## config.mk

```make
export PLATFORM = sky130hd
export DESIGN_NAME = pipe_skid_buf
export DESIGN_NICKNAME = d
export VERILOG_FILES = /design/src/rtl/pipe_skid_buf.sv
export SDC_FILE = /design/constraint.sdc
export NUM_CORES = 1
export LEC_CHECK = 0
export CAP_MARGIN = 15
export CORE_MARGIN = 5
export CORE_UTILIZATION = 40
export CTS_BUF_LIST = sky130_fd_sc_hd__clkbuf_4
export DETAILED_ROUTE_END_ITERATION = 16
export GPL_TIMING_DRIVEN = 0
export HOLD_SLACK_MARGIN = 0.15
export PLACE_DENSITY = 0.7
export SLEW_MARGIN = 20
export SYNTH_ARGS = -nofsm -noshare
export SYNTH_HDL_FRONTEND = slang
export SYNTH_SLANG_ARGS = --single-unit
```

## constraint.sdc

```tcl
create_clock -name clk -period 1.5 [get_ports clk]
set_input_delay 0.3 -clock clk [delete_from_list [all_inputs] [get_ports clk]]
set_output_delay 0.3 -clock clk [all_outputs]
set_load 0.05 [all_outputs]
```

## src/rtl/pipe_skid_buf.sv

```systemverilog
// Two-entry skid buffer between an upstream select mux and a downstream stage.
// in_ready is a pure function of the state register, so it does not depend on out_ready.
module pipe_skid_buf #(
  parameter int WIDTH = 48
) (
  input  logic             clk,
  input  logic             rst_n,
  input  logic             flush,
  input  logic [WIDTH-1:0] in_data,
  input  logic             in_valid,
  output logic             in_ready,
  output logic [WIDTH-1:0] out_data,
  output logic             out_valid,
  input  logic             out_ready,
  output logic [1:0]       occupancy
);

  // The encoding doubles as the occupancy count.
  localparam logic [1:0] EMPTY = 2'd0;
  localparam logic [1:0] ONE   = 2'd1;
  localparam logic [1:0] FULL  = 2'd2;

  logic [1:0]       state_reg, state_next;
  logic [WIDTH-1:0] main_reg, main_next;
  logic [WIDTH-1:0] skid_reg, skid_next;
  logic             in_fire;
  logic             out_fire;

  assign in_ready  = (state_reg != FULL) & rst_n;
  assign out_valid = (state_reg != EMPTY);
  assign out_data  = main_reg;
  assign occupancy = state_reg;

  assign in_fire  = in_valid & in_ready;
  assign out_fire = out_valid & out_ready;

  always_comb begin
    state_next = state_reg;
    main_next  = main_reg;
    skid_next  = skid_reg;
    case (state_reg)
      EMPTY: begin
        if (in_fire) begin
          state_next = ONE;
          main_next  = in_data;
        end
      end
      ONE: begin
        if (in_fire && out_fire) begin
          main_next = in_data;
        end else if (in_fire) begin
          state_next = FULL;
          skid_next  = in_data;
        end else if (out_fire) begin
          state_next = EMPTY;
        end
      end
      FULL: begin
        if (out_fire) begin
          state_next = ONE;
          main_next  = skid_reg;
        end
      end
      default: state_next = EMPTY;
    endcase
    // Flush wins over everything; register contents are left as computed.
    if (flush) begin
      state_next = EMPTY;
    end
  end

  always_ff @(posedge clk or negedge rst_n) begin
    if (!rst_n) begin
      state_reg <= EMPTY;
      main_reg  <= '0;
      skid_reg  <= '0;
    end else begin
      state_reg <= state_next;
      main_reg  <= main_next;
      skid_reg  <= skid_next;
    end
  end

endmodule

```

After elaboration in Yosys (flattened, before gate mapping)
Cells that the tools add are included.

Flip-flop bits (word level): 98. Bits of input ports: 53. Output and inout port bits: 52. Logic and storage cells: 35.

Eq/ne operators: 10. Mux-type cells: 11. Bitwise operators: 4. Reductions and logical operators: 7.

Operators by type and width (count): $mux W48 (3); $pmux W48 S3 (1); $mux W2 (6); $ne A3 B3 Y1 const B (3); $ne A2 B2 Y1 const B (4); $reduce_and A4 Y1 (2); $pmux W2 S3 (1); $ne A4 B4 Y1 const B (1); $and A1 B1 Y1 (3); $reduce_and A3 Y1 (1); $reduce_bool A3 Y1 (1); $eq A2 B1 Y1 const B (1); $eq A2 B2 Y1 const B (1); $logic_not A2 Y1 (1); $reduce_bool A2 Y1 (1); $logic_and A1 B1 Y1 (1); $not A1 Y1 (1).

Depth between registers and ports, before layout
Gate-level depths: netlist of run 1.

Word-level depth: 7. Mapped depth: 6. Gate-level depth less buffers: 3.

Worst setup path before layout of run 1
OpenSTA, ideal clock, no wires.

Path type: reg2out. Start: register state_reg[0] (netlist: occupancy[0]). End: output port in_ready. Data arrival time: 1927 ps. Data required time: 1200 ps. Slack: -727 ps. Stages on the path, launching flop included: 3. Buffers on the path: 0. Cell sequence: dfrtp_1 inv_1 a21boi_0.

Cells in the longest elaborated chain, start to end: 2.

RTL lines: start, declared (RTL line 23) `logic [1:0] state_reg, state_next;`; start signal, assigned (RTL line 78) `state_reg <= state_next;`; $ne A2 B2 Y1 (RTL line 29) `assign in_ready = (state_reg != FULL) & rst_n;`; $and A1 B1 Y1 (RTL line 29); end, declared (RTL line 11) `output logic in_ready,`.

Every way passes these cells.

Worst setup path in the final report of run 1
Start: register state_reg[1] (netlist: occupancy[1]). End: register skid_reg[33].

Cells in the longest elaborated chain, start to end: 6.

RTL lines: $ne A2 B2 Y1 (RTL line 29); $and A1 B1 Y1 (RTL line 29); $and A1 B1 Y1 (RTL line 34) `assign in_fire = in_valid & in_ready;`; $logic_and A1 B1 Y1 (RTL line 49) `if (in_fire && out_fire) begin`; $not A1 Y1 (no line); $reduce_and A3 Y1 (no line) *; end signal, assigned (RTL line 80) `skid_reg <= skid_next;`; end, declared (RTL line 25) `logic [WIDTH-1:0] skid_reg, skid_next;`.

Mark *: on every way between the ends. The rest lies on a longest branch, timed or not. A chain may end at the register's enable or synchronous reset.

==> impl_metrics.toml, run 1 <==
[finish]
area_growth_syn_to_layout_pct = 40.3
num-fill-cells = 876
final_net_count = 474
layout-drive-gt1-share = 0.400

[timing]
period_needed_ns = 1.63
max_freq_mhz = 613
setup_slack_ns = -0.132
hold_violations = 50
finalMaxSlewViolations = 0
finalSetupTns_ns = -3.87
tightestPinTransition_ns = 0.650
rsz0062_at_grt = "yes"
hold-worst-slack_ns = -0.284
slew_headroom = 0.565
skew_ns = 0.0190
setup_violations = 68
min_period_over_period = 1.09

[setup_path]
crit_path_end_kind = "register"
max_stage_delay_ns = 0.48
path_class = "register to register"
crit_buf_inv = 3
path_max_fanout = 8
cp.arrival_ns = 1.96
worstSetupStartpointType = "register"
critical_path.top_delay_family = "flip-flops"
path_cells = "and3b_2, nand2_4, buf_12, buf_12, buf_12, mux2_4"
path_common_cell = "buf_12"
cp_slowest_cell = "dfrtp_2"
critPathRequiredTime_ns = 1.83

[route]
drt_iter0_markers = 105
route.detailed.drc = 0
wl_per_cell_um = 18.9
ant_nets = 0
drtPass1Iterations = 4
viasPerCell = 5.36
routed_wirelength_um = 10600
route.vias.total = 3011

[synth]
yosys.area.top_type = "dfrtp_1"
synth_nets = 336
yosysUniqueCellTypes = 23
yosysMostFrequentCell = "dfrtp_1"
synth_area_leaders = "dfrtp_1 (59%), o32a_1 (11%), o21a_1 (8.6%)"
synth_common_cells = "dfrtp_1 (98), o21a_1 (48), o32a_1 (48), mux2_2 (28), mux2_4 (20)"
yosys.area.top_type_share = 0.586
synth_seq_area_share = 0.586
synth_flop_cell = "dfrtp_1"
synth-seq-cells = 98
netlist_area_um2 = 4190
synth_edf_count = 0
yosys_warnings = 0
syn_avg_cell_area_um2 = 14.8
synthCells = 283
async_flop_share = 1.00

[floorplan]
die-area_um2 = 12600
die_x_um = 112
dieHeight_um = 112
start_util = 0.407
core_area_um2 = 10300
io_pins = 105
rows = 37

[grt]
grt_pass1_wl_um = 17600
grt_max_degree = 53
grt_pass1_vias = 3293
grt_overflow = 0
grt_use_total = 0.173
antenna_found_initial = 1

[pwr]
power_w = 0.00691
pwr_density_cell_nw_per_um2 = 1180
ir_drop_v = 0.000665
leakagePower_nw = 2.61

[clock_network]
cts_tree = "done"
clock_latency_ns = 0.43
cts-root-buf = "clkbuf_4"
cts.clk_slew.worst_paths_ns = 0.15
cts_buffers = 9
clock_path_buffers = 2
clkSinkCount = 98
cts.htree.levels = 3

[placed_design]
gp_congestion = 0.725
io_buffers = 104
dp_hpwl_um = 6780

[job]
maxCapViolCount = 0

[status]
violations = "negative hold slack, negative setup slack"
status = "complete, but fails checks"

[hold_path]
hold_path.class = "input port to async pin"
==> cell usage in the layout (no fill, tap or decap), types with 8 or more instances in the layout <==
cell type | Yosys | final
o21a_1 | 48 | 48
buf_2 | 9 | 53
mux2_2 | 28 | 20
mux2_4 | 20 | 28
clkbuf_4 | 0 | 13
buf_8 | 0 | 11
o32a_1 | 48 | 48
buf_6 | 4 | 10
clkdlybuf4s50_1 | 0 | 51
dfrtp_1 | 98 | 96
buf_4 | 4 | 8
==> repair_timing <==
item / in CTS / in global routing
setup buffers: 9 / 4
pin swaps: 1 / 2
cloned: 3 / 4
gates resized for setup: 290 / 52
setup endpoints to repair: 133 / 104
endpoints found under the hold margin: 79 / 58
hold buffers: 2 / 2
==> power breakdown <==
part / switching [W] / total (W) / leakage (nW) / internal, W
clock network: 0.000852 / 0.00137 / 0.0622 / 0.000514
logic: 0.00121 / 0.00212 / 1.38 / 0.000907
registers: 0.000277 / 0.00343 / 1.16 / 0.00315
total: 0.00234 / 0.00691 / 2.61 / 0.00458
==> cells by family (layout without fill, tap and decap cells) <==
kind of cell / after synthesis / after routing / synth area share
AOI/OAI and AO/OA: 100 / 100 / 0.210
DFF: 98 / 98 / 0.586
muxes: 49 / 49 / 0.149
buffers and inverters: 27 / 169 / 0.0376
and+or+nand+nor: 9 / 9 / 0.0173
other: 0 / 1 / 0
==> metrics by stage <==
step	utilization	area [um^2]	worst slack [ns]	hold slack, ns	instances
2_1_floorplan	-	4230	-0.102	0.00441	283
3_3_place_gp	0.529	5440	-4.26	0.473	523
3_5_place_dp	0.532	5470	-0.913	0.283	524
4_1_cts	0.558	5740	-0.123	-0.295	553
5_1_grt	0.572	5880	-0.168	-0.312	562
6_report	0.572	5880	-0.132	-0.284	562
==> area by class of cell <==
type                       count  area [um^2]  share of cell area
tap                          136          170              0.0290
buffer                        25          293              0.0498
timing repair buffer         128         1200               0.204
sequential                    98         2450               0.418
antenna                        1         2.50            0.000426
inverter                       1         3.75            0.000639
multi-input combinational    158         1620               0.276
clock buffer                  10         75.1              0.0128
clock inverter                 5         56.3             0.00958
==> worst reg2reg max path, cell delays in order, from the launching register on <==
cell and delay [ns]:
dfrtp_2 0.48, and3b_2 0.28, nand2_4 0.08, buf_12 0.16
buf_12 0.13, buf_12 0.13, mux2_4 0.30
==> layer usage <==
| metal | vias to the layer above | track usage | routed length (um) |
|---|---|---|---|
| li1 | 1366 | - | - |
| met1 | 1566 | 0.236 | 4880 |
| met2 | 69 | 0.276 | 5080 |
| met3 | 10 | 0.0383 | 473 |
| met4 | 0 | 0.0505 | 186 |
| met5 | - | 0 | 0 |
==> final timing paths <==
check	end	depth (start not counted)	start	slack, ns
worst min-delay path	skid_reg[46]$_DFFE_PN0P_	1	rst_n	-0.28
worst max register to register	skid_reg[33]$_DFFE_PN0P_	6	occupancy[1]$_DFFE_PN0P_	-0.13
worst max-delay path	skid_reg[33]$_DFFE_PN0P_	6	occupancy[1]$_DFFE_PN0P_	-0.13
max in group asynchronous	out_data[3]$_DFFE_PN0P_	3	rst_n	0.18
min in group clk	occupancy[0]$_DFFE_PN0P_	2	flush	0.48
worst min register to register	out_data[47]$_DFFE_PN0P_	1	out_data[47]$_DFFE_PN0P_	0.50
Power figures use the tool's default switching activity.
==> inputs of run 2 (changes only) <==
clock period = 1.4 ns   (was 1.5 ns; I/O delays follow)
==> run 2 against run 1 <==
  * The run still ends with negative hold slack, negative setup slack left
  * Critical path depth did not move
  * Clock power rose by 20%
  * Global-route usage fell by 0.94 points
  * Register-to-register slack got worse by 0.14 ns
  * Non-clock buffer count fell by 4
  * Hold slack improved by 0.021 ns
  * Combinational power rose by 14%
  * Largest power group unchanged
  * Highest routed layer unchanged
==> impl_metrics.toml, run 2 (synthesized netlist as in run 1, its figures left out) <==
[status]
status = "complete, but fails checks"
violations = "negative hold slack, negative setup slack"

[setup_path]
crit_buf_inv = 3
crit_path_end_kind = "register"
cp.arrival_ns = 2.02
worstSetupStartpointType = "register"
reg2reg_depth = 6
max_stage_delay_ns = 0.50
rrSetupSlack_ns = -0.27
rr_startpoint = "occupancy[1]$_DFFE_PN0P_"
path_class = "register to register"
cp_slowest_cell = "dfrtp_2"
critPathRequiredTime_ns = 1.74
path_cells = "buf_6, and3b_2, nand2_4, buf_12, clkbuf_16, mux2_4"
path_max_fanout = 7
reg2reg_to = "skid_reg[41]$_DFFE_PN0P_"
critical_path.top_delay_family = "flip-flops"

[timing]
min_period_over_period = 1.20
setup_violations = 101
slew_headroom = 0.651
finalMaxSlewViolations = 0
hold-worst-slack_ns = -0.262
period_needed_ns = 1.67
max_freq_mhz = 597
tightestPinTransition_ns = 0.524
setup_slack_ns = -0.275
hold_violations = 44
skew_ns = 0.0186
rsz0062_at_grt = "yes"

[floorplan]
die-area_um2 = 12600
dieHeight_um = 112
rows = 37
io_pins = 105
core_area_um2 = 10300
start_util = 0.407
die_x_um = 112

[route]
wl_met3_um = 503
drt_iter0_markers = 128
dr.max_layer_used = "met4"
routed_wirelength_um = 10500
wl_per_cell_um = 18.8
drtPass1Iterations = 6
route.detailed.drc = 0
route.vias.total = 2975
drt-met1-wl_um = 4780
routed-wl-met2_um = 5090
viasPerCell = 5.33
ant_nets = 0

[placed_design]
io_buffers = 104
dpl.cell_count = 524
dp_hpwl_um = 7200
dpl_cell_area_um2 = 5480
gp_congestion = 0.728
pre_cts_slack_ns = -0.731

[grt]
grt_overflow = 0
grt_max_degree = 58
antenna_found_initial = 0
grt_pass1_wl_um = 16500
grt_use_total = 0.163
grt_pass1_vias = 3170

[job]
maxCapViolCount = 0

[finish]
antenna_cells = 0
area_growth_syn_to_layout_pct = 40.8
final_common_cell = "dfrtp_1"
layout-drive-gt1-share = 0.403
final_net_count = 470
final_area_um2 = 5900
final_core_util = 0.574
fin_cells = 558
num-fill-cells = 882
layout_common_cells = "dfrtp_1 (96), clkdlybuf4s50_1 (51), o32a_1 (48), o21a_1 (48), buf_4 (39)"

[clock_network]
cts_tree = "done"
clock_latency_ns = 0.45
cts_buffers = 9
cts.htree.levels = 3
clkSinkCount = 98
cts-root-buf = "clkbuf_4"
cts.clk_slew.worst_paths_ns = 0.15
clock_path_buffers = 2

[hold_path]
hold_path.class = "input port to async pin"

[pwr]
ir_drop_v = 0.000747
leakagePower_nw = 2.60
pwr_density_cell_nw_per_um2 = 1320
==> run 2: stage by stage <==
| step | TNS (ns) | total power (W) | hold slack (ns) |
|---|---|---|---|
| after floorplan | -13.63 | 0.00521 | -0.0156 |
| after global placement | -756.49 | 0.00604 | 0.474 |
| after detailed placement | -63.78 | 0.00612 | 0.235 |
| after CTS | -19.90 | 0.00763 | -0.279 |
| after global routing | -26.73 | 0.00811 | -0.275 |
| final | -20.28 | 0.00776 | -0.262 |
==> run 2: area by class of cell <==
type                            instances  area [um^2]  share of cell area
Clock buffer                           10         75.1              0.0127
Inverter                                1         3.75            0.000637
Multi-Input combinational cell        158         1590               0.270
Buffer                                 26          284              0.0482
Sequential cell                        98         2450               0.416
Tap cell                              136          170              0.0289
Clock inverter                          6         81.3              0.0138
Timing Repair Buffer                  123         1230               0.209
==> run 2: power breakdown <==
group / total (W) / switching [W] / leakage, nW / internal, W
Combinational: 0.00241 / 0.00130 / 1.35 / 0.00111
Clock: 0.00165 / 0.000916 / 0.0838 / 0.000734
Sequential: 0.00370 / 0.000317 / 1.16 / 0.00338
==> run 2: worst register-to-register path: stages (launching register included) <==
cell	delay (ns)
dfrtp_2	0.50
buf_6	0.14
and3b_2	0.26
nand2_4	0.07
buf_12	0.15
clkbuf_16	0.16
mux2_4	0.29
==> run 2: how the worst max path moves through the flow <==
stage | startpoint | cells after the start | slack [ns] | to
2_1_floorplan | occupancy[0]$_DFFE_PN0P_ | 6 | -0.20 | skid_reg[27]$_DFFE_PN0P_
3_3_place_gp | rst_n | 3 | -4.28 | in_ready
3_5_place_dp | rst_n | 7 | -0.73 | skid_reg[46]$_DFFE_PN0P_
4_1_cts | occupancy[1]$_DFFE_PN0P_ | 6 | -0.29 | out_data[8]$_DFFE_PN0P_
5_1_grt | occupancy[1]$_DFFE_PN0P_ | 6 | -0.33 | out_data[46]$_DFFE_PN0P_
6_report | occupancy[1]$_DFFE_PN0P_ | 6 | -0.27 | skid_reg[41]$_DFFE_PN0P_
==> run 2: what timing repair did <==
item,CTS,global route
buffers inserted,5,10
gates cloned,0,3
pin swaps,0,13
hold endpoints to repair,98,44
endpoints found under the setup margin,149,145
resized for setup,307,79
==> run 2: layer usage <==
metal  track usage  up-vias
met1         0.209     1524
met3        0.0571        9
met4        0.0345        0
li1              -     1365
met5             0        -
met2         0.269       77
